<file path="config.mk">
export PLATFORM = sky130hd
export DESIGN_NAME = seq_mult
export DESIGN_NICKNAME = d
export VERILOG_FILES = /design/src/rtl/seq_mult.sv
export SDC_FILE = /design/constraint.sdc
export NUM_CORES = 1
export LEC_CHECK = 0
export CORE_UTILIZATION = 40
export DETAILED_ROUTE_END_ITERATION = 10
export PLACE_DENSITY_LB_ADDON = 0.08
export REMOVE_ABC_BUFFERS = 1
export SLEW_MARGIN = 20
export SYNTH_ARGS = -nofsm -noshare
export SYNTH_HDL_FRONTEND = slang
export SYNTH_SLANG_ARGS = --single-unit
</file>
<file path="constraint.sdc">
create_clock -name clk -period 6.2 [get_ports clk]
set_input_delay 1.24 -clock clk [delete_from_list [all_inputs] [get_ports clk]]
set_output_delay 1.24 -clock clk [all_outputs]
set_load 0.02 [all_outputs]
</file>
<file path="src/rtl/seq_mult.sv">
// ---------------------------------------------------------------------------
// seq_mult
// Multi-cycle shift-add multiplier. Each operation multiplies two WIDTH-bit
// operands and produces a 2*WIDTH-bit result. One shift-add step runs per
// clock. Operands can be unsigned or signed two's complement, chosen per
// operation. Signed operations multiply the operand magnitudes and then fix
// the sign at the end. This is the multiply unit used next to the ALU for the
// multi-cycle MULT/MULTU instructions.
//
// Ports
//   clk          rising-edge clock
//   rst_n        synchronous active-low reset
//   start        starts a new multiply; accepted only while idle
//   is_signed    1 = signed operands, 0 = unsigned; sampled with start
//   multiplicand operand A, sampled with start
//   multiplier   operand B, sampled with start
//   busy         high while an operation is in progress
//   done         one-cycle pulse when product is updated
//   product      result register; holds its value until the next done
// ---------------------------------------------------------------------------
module seq_mult #(
  parameter int WIDTH = 32
) (
  input  logic                   clk,
  input  logic                   rst_n,
  input  logic                   start,
  input  logic                   is_signed,
  input  logic [WIDTH-1:0]       multiplicand,
  input  logic [WIDTH-1:0]       multiplier,
  output logic                   busy,
  output logic                   done,
  output logic [2*WIDTH-1:0]     product
);

  localparam int CW = $clog2(WIDTH);

  typedef enum logic [1:0] {
    IDLE = 2'd0,
    RUN  = 2'd1,
    FIX  = 2'd2
  } state_t;

  state_t            state;
  state_t            state_next;

  logic [WIDTH-1:0]  hi;
  logic [WIDTH-1:0]  lo;
  logic [WIDTH-1:0]  mcand;
  logic [CW-1:0]     count;
  logic              neg;

  logic              last_step;
  logic [WIDTH:0]    sum;
  logic [2*WIDTH-1:0] acc;
  logic [WIDTH-1:0]  a_mag;
  logic [WIDTH-1:0]  b_mag;

  // Two's-complement magnitude. The most negative value maps to
  // 2^(WIDTH-1). That still fits because the result is read as unsigned.
  function automatic logic [WIDTH-1:0] magnitude(input logic [WIDTH-1:0] v,
                                                  input logic sgn);
    logic [WIDTH-1:0] one;
    one = {{(WIDTH-1){1'b0}}, 1'b1};
    if (sgn && v[WIDTH-1])
      return (~v) + one;
    else
      return v;
  endfunction

  assign a_mag     = magnitude(multiplicand, is_signed);
  assign b_mag     = magnitude(multiplier, is_signed);
  assign last_step = (count == CW'(WIDTH - 1));
  assign acc       = {hi, lo};

  // The sum is one bit wider than hi so the add carry is kept. On the right
  // shift, that carry becomes the new MSB of hi.
  assign sum = {1'b0, hi} + (lo[0] ? {1'b0, mcand} : {(WIDTH+1){1'b0}});

  always_ff @(posedge clk) begin
    if (!rst_n)
      state <= IDLE;
    else
      state <= state_next;
  end

  always_comb begin
    state_next = state;
    busy       = 1'b0;
    case (state)
      IDLE: begin
        if (start)
          state_next = RUN;
      end
      RUN: begin
        busy = 1'b1;
        if (last_step)
          state_next = FIX;
      end
      FIX: begin
        busy       = 1'b1;
        state_next = IDLE;
      end
      default: state_next = IDLE;
    endcase
  end

  // Datapath: load the magnitudes when an operation starts, run one
  // shift-add step per RUN cycle, and apply the sign once in FIX.
  always_ff @(posedge clk) begin
    if (!rst_n) begin
      hi      <= '0;
      lo      <= '0;
      mcand   <= '0;
      count   <= '0;
      neg     <= 1'b0;
      done    <= 1'b0;
      product <= '0;
    end else begin
      done <= 1'b0;
      case (state)
        IDLE: begin
          if (start) begin
            mcand <= a_mag;
            lo    <= b_mag;
            hi    <= '0;
            count <= '0;
            neg   <= is_signed & (multiplicand[WIDTH-1] ^ multiplier[WIDTH-1]);
          end
        end
        RUN: begin
          hi    <= sum[WIDTH:1];
          lo    <= {sum[0], lo[WIDTH-1:1]};
          count <= count + CW'(1);
        end
        FIX: begin
          // Negating a zero result gives zero again, so the product is
          // never a "negative zero".
          product <= neg ? -acc : acc;
          done    <= 1'b1;
        end
        default: ;
      endcase
    end
  end

endmodule

</file>
Yosys cells after proc, flatten, opt, wreduce, memory -nomap -nowiden. Index checks and enable logic that the tools add are counted.

$add $sub $neg: 5. Multipliers: 0. Div/mod/pow operators: 0. Order comparisons: 0. Eq/ne operators: 5. Shift operators: 0. Multiplexer cells: 15. Bitwise logic cells: 4. Reductions and logical operators: 8.

Operators with widths (count): $mux 32 (5); $pmux 32 s2 (2); $add 32x1->32 const B (2); $mux 64 (1); $neg 64->64 (1); $not 32->32 (2); $add 32x32->33 (1); $pmux 5 s2 (1); $reduce_and 2->1 (3); $add 5x1->5 const B (1); $eq 5x5->1 const B (1); $mux 5 (1); $mux 2 (2); $ne 2x2->1 const B (2); $pmux 2 s2 (1); $eq 2x1->1 const B (1); $eq 2x2->1 const B (1); $logic_and 1x1->1 (2); $logic_not 2->1 (1); $mux 1 (2); $reduce_bool 2->1 (1); $reduce_or 2->1 (1); $and 1x1->1 (1); $xor 1x1->1 (1).

Register bits: 169. Latch bits: 0. Bits in writable memories: 0. Bits in read-only memories: 0. Output and inout port bits: 66. Memories: 0.

Logic depth before layout (Yosys ltp).
Depth after elaboration: 5. Gate-level depth with buffers: 14. Depth with buffers taken out: 12.

Worst setup path before layout. OpenSTA, ideal clock, no wires.

Path kind: input to register. From: input multiplier[10]. To: register lo[28]. Arrival: 3.494 ns. Path slack: 2.611 ns. Stages: 8. Path through: or4_1 > or4_1 > nor4_1 > nand2_1 > nor2_1 > a21oi_1 > xnor2_1 > a221oi_1.

Cells in the longest elaborated chain, start to end: 5.

RTL lines: from (decl) (line 29) `input logic [WIDTH-1:0] multiplier,`; $not 32->32 (line 65) `return (~v) + one;`; $add 32x1->32 (line 65); $mux 32 (line 64) `if (sgn && v[WIDTH-1])`; $mux 32 (line 122) `if (start) begin`; $pmux 32 s2 (line 120) `case (state)`; to (signal assigned) (line 124) `lo <= b_mag;`; to (signal assigned) (line 132) `lo <= {sum[0], lo[WIDTH-1:1]};`; to (decl) (line 47) `logic [WIDTH-1:0] lo;`.

No other way between the ends. The select of a mux whose other input is x is not followed. A chain may end at the register's enable or synchronous reset.

Worst setup path in the final report.
From: input multiplier[8]. To: register lo[31].

The elaborated chain is that of the path after synthesis.

==> flow_summary.json <==
{
  "final-setup-viol-count": 0,
  "vias": 9720,
  "firstDrtPassIters": 5,
  "clockBufferDepth": 2,
  "grt_antenna_before_repair": 0,
  "global_route_wire_length_before_repair_um": 48440,
  "fin_crit_sh_pct": 62.86,
  "finalSetupTns_ns": 0,
  "cts_made_buffers": 17,
  "synthFlopType": "dfxtp_1",
  "vias_per_cell": 5.455,
  "status": "complete, no violations",
  "port_buffers": 133,
  "placeableCoreArea_mm2": 0.02598,
  "place.gp.congestion": 0.8688,
  "drive_above_1_share_pct": 5.321,
  "worst-endpoint-arrival_ns": 4.24,
  "worst-setup-path-type": "in -> reg",
  "clk_pin_slew_ns": 0.07,
  "synthesis.instances": 1350,
  "cp_data_required_time_ns": 6.54,
  "post-route-cell-area_mm2": 0.01277,
  "syn2layout_area_growth_pct": 20.61,
  "clk_root_buffer_cell": "clkbuf_16",
  "cts_resized": 0,
  "drt_drc_violations_left": 0,
  "setup.worst_path.end_class": "flop",
  "grt_max_degree": 66,
  "largest_fanout_on_the_critical_path": 6,
  "clock_insertion_delay_worst_skew_ns": 0.43,
  "reg2reg_depth": 13,
  "slew_headroom_pct": 26.02,
  "layout.cells.most_common": "dfxtp_1",
  "clock.fmax_mhz": 256.6,
  "first_global_vias": 8963,
  "detail-route-antenna-nets": 0,
  "whs_path_depth": 2,
  "initial_core_util_pct": 40.75,
  "multiInputGateArea_mm2": 0.006807,
  "r2r-start": "lo[0]",
  "final_hold_viol_count": 0,
  "hpwl_um": 22230,
  "grtUsageTotal_pct": 22.48,
  "tightest_slew_ns": 1.099,
  "cp_common_cell": "or4_1",
  "ir_drop_mv": 0.1717,
  "most-common-layout-cells": "dfxtp_1, nand2_1, o21ai_0, clkdlybuf4s50_1, nor2_1",
  "power_leakage_nw": 4.641,
  "max-cap-violations": 0,
  "worst_path_bufs_invs": 1,
  "post_drt_wl_per_cell_um": 16.78,
  "cts.sink_count": 169,
  "fp.dieArea_mm2": 0.02712,
  "die_w_um": 164.7,
  "worst-path-stages": 8,
  "worstSetupStartpoint": "multiplier[8]",
  "async_flop_share_pct": 0,
  "placedInstanceArea_mm2": 0.01215,
  "fin_worst_skew_ns": 0.01277,
  "tritoncts": "yes",
  "cts-hold-fix-buffers": 0,
  "grt.overflow.total": 0,
  "path_cells": "clkdlybuf4s50_1 -> or4_1 -> or4_1 -> or4_4 -> nor4_4 -> nand3b_1 -> and4_1 -> a211oi_1",
  "worst_setup_path_start_kind": "input port",
  "synth_seq_cells": 169,
  "slew_viol_final": 0,
  "min_path_type": "reg -> reg",
  "crit_path_top_delay_cell": "or4_1",
  "yosysWarnings": 0,
  "synth.yosys.seq_area_share_pct": 31.95,
  "unrepaired_setup_endpoints_after_global_routing": "no",
  "yosys.cell_types.count": 69,
  "syn_avg_cell_area_um2": 7.843,
  "io_pins": 134,
  "power.density_mw_per_mm2": 220.3,
  "filler_cell_count": 2602,
  "synth_edf_count": 0,
  "crit_family": "simple AND/OR/NAND/NOR gates",
  "cts_setup_buffers": 0,
  "period_needed_ns": 3.897,
  "worstHoldStart": "product[47]",
  "antenna-diode-count": 0,
  "placementRows": 59,
  "max_stage_delay_ns": 0.58,
  "dr.first_iter.drc_count": 733,
  "area.sequential_mm2": 0.003385,
  "detail_route.wirelength_um": 29900,
  "total_number_of_nets_in_the_final_design": 1543,
  "cts-htree-levels": 4,
  "netlist_area_before_placement_mm2": 0.01059,
  "die_height_um": 164.7
}
-- path summary, 6_finish.rpt --
path | endpoint | slack, ns
max reg2reg | hi[23] | 2.70
min reg2reg | product[47] | 0.45
min | product[47] | 0.45
max | lo[31] | 2.30
-- registers in the layout, summed over array words and instances (netlist names) --
register,count
state,2
count,5
lo,32
neg,1
done,1
product,64
hi,32
mcand,32
-- cells by family (layout without fill, tap and decap cells) --
| family | after synthesis | count (layout) | share of synthesized area, % |
|---|---|---|---|
| xor gates and xnor gates | 138 | 138 | 11.42 |
| and+or+nand+nor | 463 | 463 | 21.98 |
| DFF | 169 | 169 | 31.95 |
| muxes | 10 | 10 | 0.9454 |
| AOI/OAI and AO/OA | 421 | 421 | 24.92 |
| adders and majority gates | 41 | 41 | 4.916 |
| buffers and inverters | 108 | 205 | 3.864 |
-- power breakdown --
group	internal [mW]	switching (mW)
sequential	1.13	0.0507
clock	0.657	0.493
combinational	0.187	0.296
-- layout make-up --
type | count | share of cell area, %
multi-input cells | 1073 | 53.30
flip-flops and latches | 169 | 26.50
repair buffers | 148 | 11.31
clock buffers | 18 | 3.439
well taps | 335 | 3.282
clock inverters | 14 | 1.431
inverters | 25 | 0.7349
-- worst reg2reg max path: cells and delay by family (launching register included) --
kind | cells | cell delay, ns
fa+ha+maj | 2 | 0.54
xor+xnor | 1 | 0.20
compound gates | 6 | 1.57
flops | 1 | 0.32
buf+inv | 2 | 0.36
simple gates | 2 | 0.40
-- cell usage after synthesis (4+ instances only) --
library cell  count  area [um^2]
ha_1             40        500.5
nand4_1          20        125.1
nand2b_1          8        50.05
o31ai_1          26        195.2
inv_1            23        86.33
buf_1             4        15.01
a21oi_1         108        540.5
o211ai_1         10        75.07
o21bai_1          7        52.55
nor3_1           24        120.1
nand3b_1          5        37.54
a211oi_1         48        360.4
nand2_1         142        533.0
a22oi_1           8        60.06
and3_1            7        43.79
dfxtp_1         169         3383
o21ai_0         135        675.7
and2_1           40        250.2
mux2i_1          10        100.1
nor4_4            4        85.08
clkbuf_1         78        292.8
o41ai_1           8        70.07
nor4_1            7        43.79
or4_4             4        45.04
nor2_1          132        495.5
a21o_1           17        127.6
or3_1            18        112.6
o22ai_1           5        31.28
or4_1            14        105.1
o41ai_2           4        65.06
nor2b_1           5        31.28
xnor2_1          53        464.2
nand3_1          19        95.09
a21boi_0          4        30.03
xor2_1           85        744.5
a311oi_1          7        61.31
a31oi_1           9        56.30
-- metrics by stage --
| step | setup WS (ns) | hold slack, ns | std cells | power [mW] | util (%) |
|---|---|---|---|---|---|
| 4_1_cts | 2.377 | 0.4599 | 1782 | 2.839 | 49.14 |
| 3_5_place_dp | 1.929 | 0.4489 | 1750 | 1.686 | 46.75 |
| 6_report | 2.303 | 0.4520 | 1782 | 2.814 | 49.14 |
| 2_1_floorplan | 1.685 | 0.4317 | 1267 | 1.502 | - |
| 5_1_grt | 2.211 | 0.4708 | 1782 | 2.948 | 49.14 |
| 3_3_place_gp | 2.027 | 0.4371 | 1750 | 1.682 | 46.75 |
-- per-layer routing --
layer	share of wire, %	track usage, %	wire, um	vias to the layer above
li1	-	-	-	5035
met1	53	34.40	15780	4455
met2	42	33.16	12520	211
met3	4.1	2.687	1224	19
met4	1.2	4.879	367	0
met5	0	0	0	-
Power figures use the tool's default switching activity.
